<file path="src/rtl/la_pkg.sv">
// Shared definitions for the logic-analyser capture path: SDRAM port widths
// and the DMA writer state encoding.
package la_pkg;

  localparam int LA_SDRAM_ADDR_W = 27;
  localparam int LA_SDRAM_DATA_W = 256;
  localparam int LA_BURSTCOUNT_W = 8;

  typedef enum logic [1:0] {
    ST_IDLE       = 2'd0,
    ST_ARM        = 2'd1,
    ST_BURST      = 2'd2,
    ST_FLUSH_WAIT = 2'd3
  } dma_state_t;

endpackage

</file>
<file path="src/rtl/capture_dma_writer.sv">
// Avalon-MM burst-write initiator filling an SDRAM ring buffer from the capture FIFO.
// Define CAPTURE_DMA_WRAP_EN to let the ring wrap; otherwise capture stops with status_full.
module capture_dma_writer
  import la_pkg::*;
#(
  parameter int BURST_LEN = 16,
  parameter int LEVEL_W   = 16
) (
  input  logic                       clk,
  input  logic                       reset,
  input  logic                       ctrl_start,
  input  logic                       ctrl_stop,
  input  logic [LA_SDRAM_ADDR_W-1:0] ctrl_base,
  input  logic [LA_SDRAM_ADDR_W-1:0] ctrl_len,
  input  logic [LA_SDRAM_DATA_W-1:0] in_data,
  input  logic                       in_valid,
  output logic                       in_ready,
  input  logic [LEVEL_W-1:0]         in_level,
  output logic [LA_SDRAM_ADDR_W-1:0] avm_address,
  output logic [LA_BURSTCOUNT_W-1:0] avm_burstcount,
  output logic                       avm_write,
  output logic [LA_SDRAM_DATA_W-1:0] avm_writedata,
  output logic [31:0]                avm_byteenable,
  output logic                       avm_read,
  input  logic                       avm_waitrequest,
  output logic                       status_busy,
  output logic [LA_SDRAM_ADDR_W-1:0] status_wptr,
  output logic                       status_wrapped,
  output logic                       status_full
);

  localparam logic [LEVEL_W-1:0]         BURST_LVL = LEVEL_W'(BURST_LEN);
  localparam logic [LA_BURSTCOUNT_W-1:0] BURST_BC  = LA_BURSTCOUNT_W'(BURST_LEN);

  dma_state_t state_q, state_d;

  logic [LA_SDRAM_ADDR_W-1:0] base_q, len_q, wptr_q, addr_q, wptr_next;
  logic [LA_BURSTCOUNT_W-1:0] bc_q, beat_q, arm_bc;
  logic wrapped_q, full_q, stop_pending_q;
  logic arm_full, arm_part, arm_done, beat_acc, last_beat, ring_end;

  // Handshake: a beat transfers on a cycle where avm_write is high and
  // avm_waitrequest is low; in_ready mirrors exactly that transfer, so the
  // upstream FIFO pops the same word the slave accepted.
  always_comb begin
    arm_full  = in_level >= BURST_LVL;
    arm_part  = stop_pending_q && (in_level != '0) && !arm_full;
    arm_done  = stop_pending_q && (in_level == '0);
    arm_bc    = arm_full ? BURST_BC : LA_BURSTCOUNT_W'(in_level);
    beat_acc  = (state_q == ST_BURST) && in_valid && !avm_waitrequest;
    last_beat = beat_acc && (beat_q == bc_q - 1'b1);
    wptr_next = wptr_q + LA_SDRAM_ADDR_W'(bc_q);
    ring_end  = (wptr_next == len_q);
  end

  always_ff @(posedge clk) begin
    if (reset) state_q <= ST_IDLE;
    else       state_q <= state_d;
  end

  always_comb begin
    state_d = state_q;
    case (state_q)
      ST_IDLE:  if (ctrl_start) state_d = ST_ARM;
      ST_ARM: begin
        if (arm_full || arm_part) state_d = ST_BURST;
        else if (arm_done)        state_d = ST_IDLE;
      end
      ST_BURST: begin
        if (last_beat) begin
`ifdef CAPTURE_DMA_WRAP_EN
          state_d = ST_ARM;
`else
          state_d = ring_end ? ST_IDLE : ST_ARM;
`endif
        end
      end
      default:  state_d = ST_IDLE;
    endcase
  end

  always_comb begin
    avm_write   = (state_q == ST_BURST) && in_valid;
    in_ready    = beat_acc;
    status_busy = (state_q != ST_IDLE);
  end

  always_ff @(posedge clk) begin
    if (reset) begin
      base_q         <= '0;
      len_q          <= '0;
      wptr_q         <= '0;
      addr_q         <= '0;
      bc_q           <= '0;
      beat_q         <= '0;
      wrapped_q      <= 1'b0;
      full_q         <= 1'b0;
      stop_pending_q <= 1'b0;
    end else begin
      if (state_q == ST_IDLE && ctrl_start) begin
        base_q         <= ctrl_base;
        len_q          <= ctrl_len;
        wptr_q         <= '0;
        wrapped_q      <= 1'b0;
        full_q         <= 1'b0;
        // A stop arriving with the start turns the run into a single flush.
        stop_pending_q <= ctrl_stop;
      end else if (state_q != ST_IDLE && ctrl_stop) begin
        stop_pending_q <= 1'b1;
      end

      if (state_q == ST_ARM && (arm_full || arm_part)) begin
        addr_q <= base_q + wptr_q;
        bc_q   <= arm_bc;
        beat_q <= '0;
      end else if (beat_acc) begin
        beat_q <= beat_q + 1'b1;
      end

      if (last_beat) begin
        if (ring_end) begin
`ifdef CAPTURE_DMA_WRAP_EN
          wptr_q    <= '0;
          wrapped_q <= 1'b1;
`else
          wptr_q    <= wptr_next;
          full_q    <= 1'b1;
`endif
        end else begin
          wptr_q <= wptr_next;
        end
      end
    end
  end

  assign avm_address    = addr_q;
  assign avm_burstcount = bc_q;
  assign avm_writedata  = in_data;
  assign avm_byteenable = '1;
  assign avm_read       = 1'b0;
  assign status_wptr    = wptr_q;
  assign status_wrapped = wrapped_q;
  assign status_full    = full_q;

endmodule

</file>
<file path="config.mk">
export PLATFORM = sky130hd
export DESIGN_NAME = capture_dma_writer
export DESIGN_NICKNAME = d
export VERILOG_FILES = /design/src/rtl/la_pkg.sv /design/src/rtl/capture_dma_writer.sv
export SDC_FILE = /design/constraint.sdc
export NUM_CORES = 1
export LEC_CHECK = 0
export BUFFER_PORTS_ARGS = -buffer_cell sky130_fd_sc_hd__buf_2
export CORE_AREA = 2 2 271 273
export CTS_BUF_LIST = sky130_fd_sc_hd__clkbuf_8
export DETAILED_ROUTE_END_ITERATION = 8
export DIE_AREA = 0 0 273 275
export GPL_TIMING_DRIVEN = 0
export PLACE_DENSITY = 0.42
export SLEW_MARGIN = 25
export SYNTH_ARGS = -nofsm -noshare
export SYNTH_HDL_FRONTEND = slang
export SYNTH_SLANG_ARGS = --single-unit
</file>
<file path="constraint.sdc">
create_clock -name clk -period 2.7 [get_ports clk]
set_input_delay 0.135 -clock clk [delete_from_list [all_inputs] [get_ports clk]]
set_output_delay 0.135 -clock clk [all_outputs]
set_load 0.01 [all_outputs]
</file>
Word-level counts from Yosys, hierarchy flattened
Index checks and enable logic that the tools add are counted.
Storage, ports and cells
  bits in registers: 128
  bits in latches: 0
  memory bits (writable): 0
  ROM bits: 0
  output and inout bits: 356
  logic and storage cells: 55
  memories kept: 0
Operators by class
  add/sub/neg operators: 4
  multipliers: 0
  div/mod/pow operators: 0
  order comparisons: 1
  equal/unequal tests: 7
  shift operators: 0
  mux-type cells: 14
  bitwise logic cells: 0
  reductions and logical operators: 20
Operators by type and width (number)
  $mux W27: 2
  $add A27 B27 Y27: 1
  $add A27 B8 Y27: 1
  $eq A27 B27 Y1: 1
  $ge A16 B5 Y1 const B: 1
  $logic_not A16 Y1: 1
  $reduce_bool A16 Y1: 1
  $logic_and A1 B1 Y1: 9
  $add A8 B1 Y8 const B: 1
  $eq A8 B8 Y1: 1
  $mux W2: 4
  $mux W8: 1
  $sub A8 B1 Y8 const B: 1
  $mux W1: 6
  $pmux W2 S3: 1
  $reduce_bool A2 Y1: 3
  $ne A2 B2 Y1 const B: 2
  $ne A3 B3 Y1 const B: 1
  $reduce_and A3 Y1: 1
  $eq A2 B1 Y1 const B: 1
  $eq A2 B2 Y1 const B: 1
  $logic_not A1 Y1: 2
  $logic_not A2 Y1: 1
  $reduce_or A2 Y1: 1
  $logic_or A1 B1 Y1: 1

Longest topological paths before layout
  depth after elaboration: 6
  mapped depth: 13
  mapped depth without buffers: 12

Worst setup path before layout
Ideal clock, no wire load.
  kind: register to register
  start: reg wptr_q[0], in the netlist status_wptr[0]
  end: reg addr_q[24], in the netlist avm_address[24]
  setup time: 0.079 ns
  arrival: 2.815 ns
  data required time: 2.621 ns
  setup slack: -0.194 ns
  cell stages (with the launch flop): 13
  period minus slack after synthesis: 2.894 ns
  path through: dfxtp_1 > ha_1 > inv_1 > fa_1 > nand2b_1 > a21oi_1 > o2111ai_1 > a211oi_1 > o41ai_2 > o21ai_2 > o21ai_1 > or4_1 > o211ai_1
Between the ends
  cells in the longest elaborated chain, start to end: 1
Ends and longest elaborated chain
  from (decl): line capture_dma_writer.sv:37  | logic [LA_SDRAM_ADDR_W-1:0] base_q, len_q, wptr_q, addr_q, wptr_next;
  from (signal assigned): line capture_dma_writer.sv:126  | wptr_q <= wptr_next;
  from (signal assigned): line capture_dma_writer.sv:130  | wptr_q <= wptr_next;
  $add A27 B27 Y27: line capture_dma_writer.sv:113  | addr_q <= base_q + wptr_q;
  to (signal assigned): line capture_dma_writer.sv:113
  to (decl): line capture_dma_writer.sv:37
Every way passes these cells.
A chain may end at the register's enable or synchronous reset.

Worst setup path in the final report
  start: reg bc_q[0], in the netlist avm_burstcount[0]
  end: reg full_q, in the netlist status_full
Between the ends
  cells in the longest elaborated chain, start to end: 4
  elaborated cells on any way between the ends: 7
Ends and longest elaborated chain
  from (decl): line capture_dma_writer.sv:38  | logic [LA_BURSTCOUNT_W-1:0] bc_q, beat_q, arm_bc;
  from (signal assigned): line capture_dma_writer.sv:114  | bc_q <= arm_bc;
  $add A27 B8 Y27 / $sub A8 B1 Y8 (equally long branches): line capture_dma_writer.sv:52, capture_dma_writer.sv:51
  $eq A27 B27 Y1 / $eq A8 B8 Y1 (equally long branches): line capture_dma_writer.sv:53, capture_dma_writer.sv:51
  $mux W1 / $logic_and A1 B1 Y1 (equally long branches): line capture_dma_writer.sv:121, capture_dma_writer.sv:51
  $mux W1 *: line capture_dma_writer.sv:120  | if (last_beat) begin
  to (signal assigned): line capture_dma_writer.sv:97  | full_q <= 1'b0;
  to (signal assigned): line capture_dma_writer.sv:105  | full_q <= 1'b0;
  to (signal assigned): line capture_dma_writer.sv:127  | full_q <= 1'b1;
  to (decl): line capture_dma_writer.sv:39  | logic wrapped_q, full_q, stop_pending_q;
Every way passes the cells marked *; elsewhere a longest branch is shown, timed or not.

==> results.ini <==
[power]
switching_power_mw=1.64
ir_worst_vdd_v=0.000314
power_density_nw_per_um2=337
leakagePower_nw=6.80
seqPwrFrac_pct=40.1
switching_share_pct=32.8
comb_power_share_pct=25.8
p_clk_share_pct=34.1
p_int_mw=3.36

[cts]
clockBufferDepth=2
clkLatencyLatePin_ns=0.51
cts.sinks=128
numCtsBuffers=17
cts-root-buf=clkbuf_8
cts_tree=done
htreeDepth=4
path_clk_slew_ns=0.10

[worst_setup_path]
rrSetupSlack_ns=-0.19
worstPathArrival_ns=3.31
critPathMaxFanout=6
cp_slowest_cell=or4_1
r2r-start=avm_burstcount[0]
rr_worst_depth=12
cpPeakStageDelay_ns=0.48
critPathMostFrequentCell=mux2i_1
endpoint_kind=flip-flop
crit_required_ns=3.12
r2r-end=status_full
cp-start-kind=flip-flop
worstSetupPathType=flip-flop to flip-flop
path_cells=ha_4 -> fa_2 -> a211oi_4 -> o21a_2 -> o21ai_4 -> buf_6 -> and3_4 -> mux2i_1 -> mux2i_1 -> a21oi_2 -> or4_1 -> o22ai_2

[placement]
io_buffer_count=397
dp_hpwl_mm=36.1
dpl-instance-area_um2=13100
gp_congestion=0.851
dp_slack_ns=-0.522

[logic_synthesis]
yosys.area.top_type=dfxtp_1
synthCells=1258
yosysWarnings=0
synth-seq-cells=128
synth.area.top_cells=dfxtp_1 (26%), buf_4 (23%), nand2_1 (7.1%)
synth-async-reset-ratio_pct=0
synth_area_um2=9720
synth_top_area_share_pct=26.4
postSynthAreaPerCell_um2=7.73
seq_area_frac_synth_pct=26.4
ys.flop_type=dfxtp_1
synth.distinct_cells=77
synth_edf_count=0

[die]
die_w_um=273
die-height_um=275
dieArea_um2=75100
core-area_um2=72300
ios=688
initial_utilization_pct=13.4
fp-row-count=99

[sta]
hold_viol_final=0
rsz0062_at_grt=yes
clock.fmax_mhz=346
period_share_pct=107
finClkSkew_ns=0.0245
period_needed_ns=2.89
relSlewSlack_pct=30.8
tightest_slew_ns=1.02
finalSetupViolCount=3
final_max_slew_viol_count=0
fin_ws_ns=-0.188

[flow_run]
cap_violations=0

[cells_and_area]
area.growth.synth_to_final_pct=52.5
drive_above_1_share_pct=48.5
final_common_cell=buf_2
final_cell_mix=buf_2 (402), buf_4 (325), nand2_1 (184)
fillers=8185
nNetsFinal=2164
final_cell_area_um2=14800

[global_routing]
grt_pass1_wl_mm=59.6
overflow=0
antenna_found_initial=3
track_usage_pct=10.8
grt_pass1_vias=9344
grt_max_degree=17

[detailed_routing]
wl_per_cell_um=15.8
wl_mm=43.8
wl_met2_mm=22.3
num_vias=10400
drcViolationCount=0
wl_met3_mm=3.01
dr.first_iter.drc_count=357
m1WireLength_mm=18.2
drtAntennaViolNets=0
topRoutingLayerUsed=met5
via_per_inst=3.75
first_pass_iters=5

[min_path]
hold_path_class=input port to flip-flop
hp-start=reset
holdPathStages=3
holdPathEnd=avm_address[24]

[run_status]
violations=setup timing
status=complete, but fails checks

[area by class of cell]
type | instances | area, um^2 | area share (%)
diodes | 1 | 2.50 | 0.0169
flip-flops and latches | 128 | 2600 | 17.6
well taps | 959 | 1200 | 8.10
inverters | 18 | 67.6 | 0.456
clock buffers | 17 | 234 | 1.58
multi-input cells | 804 | 5310 | 35.9
plain buffers | 335 | 2390 | 16.1
clock inverters | 15 | 150 | 1.01
repair buffers | 490 | 2860 | 19.3
[metal layers]
| metal | GRT usage (%) | up-vias |
|---|---|---|
| li1 | - | 5034 |
| met1 | 13.2 | 4929 |
| met2 | 19.3 | 390 |
| met3 | 2.75 | 17 |
| met4 | 1.47 | 2 |
| met5 | 0 | - |
[cells in the mapped netlist (5+ instances only)]
cell and instances:
xor2_1 25, o21ai_1 5, nand4_1 10, mux2i_1 6
a211oi_1 11, a22oi_1 8, xnor2_1 47, nor2b_1 5
o21ai_0 38, buf_2 8, clkbuf_1 32, nand2b_1 10
a31oi_1 7, nand2_1 184, nand3b_1 8, nor4b_1 5
a22o_1 5, inv_1 18, nor3_1 15, a21o_1 10
dfxtp_1 128, ha_1 36, or3_1 8, nor3b_1 5
and3_1 18, nand3_1 20, and2_1 9, nor2_1 65
buf_4 295, o21a_1 7, nor4_1 8, a21oi_1 127
[worst max-delay path by stage]
stage	to	cells past startpoint	start	slack, ns
floorplan	status_full	11	avm_burstcount[0]	-0.008
global placement	status_wptr[19]	12	state_q[1]	-0.55
detailed placement	status_wptr[22]	12	state_q[1]	-0.52
CTS	status_full	11	avm_burstcount[0]	-0.15
global route	status_full	12	status_wptr[0]	-0.30
finish	status_full	12	avm_burstcount[0]	-0.19
[cell families (layout without fill, tap and decap cells)]
| logic type | Yosys count | count (layout) | share of synthesized area, % |
|---|---|---|---|
| fa+ha+maj | 38 | 38 | 5.05 |
| xor+xnor | 72 | 72 | 6.49 |
| mux | 9 | 9 | 1.00 |
| other cells | 2 | 35 | 0.0773 |
| simple gates | 390 | 390 | 19.0 |
| compound gates | 261 | 261 | 16.6 |
| buf+inv | 358 | 875 | 25.4 |
| flops | 128 | 128 | 26.4 |
[through the flow]
step	TNS [ns]	hold WS [ns]	instances	utilization, %	total power [mW]
floorplan	-0.0148	0.244	1290	-	2.80
global placement	-16.34	0.363	2646	18.0	3.25
detailed placement	-17.21	0.371	2646	18.0	3.26
CTS	-0.402	0.0817	2756	20.1	5.07
global route	-1.05	0.147	2767	20.5	5.28
finish	-0.453	0.138	2767	20.5	5.00
[what timing repair did]
action                     CTS  global route
hold buffers                59             0
resized for setup           77            50
setup endpoints to repair   38            38
hold endpoints to repair    59             0
setup buffers               22            12
pin swaps                   26            30
[critical path, delay by kind of cell, from the launching register on]
| kind | cells | cell delay, ns |
|---|---|---|
| multiplexers | 2 | 0.28 |
| AO/OA/AOI/OAI | 5 | 0.77 |
| adder cells (fa/ha/maj) | 2 | 0.57 |
| flip-flops | 1 | 0.37 |
| AND/OR/NAND/NOR | 2 | 0.66 |
| buffers and inverters | 1 | 0.15 |
[power groups by stage]
stage / logic [mW] / registers, mW / clock network, mW
global route: 1.41 / 2.02 / 1.85
detailed placement: 1.20 / 2.06 / 0
floorplan: 0.761 / 2.04 / 0
finish: 1.29 / 2.01 / 1.71
CTS: 1.29 / 2.01 / 1.77
global placement: 1.20 / 2.05 / 0
[state kept, by name, summed over array words and instances (netlist names)]
register	cells
avm_address	27
avm_burstcount	8
base_q	27
beat_q	8
len_q	27
state_q	2
status_full	1
status_wptr	27
stop_pending_q	1
Note: power is estimated with default switching activity, not from simulation.
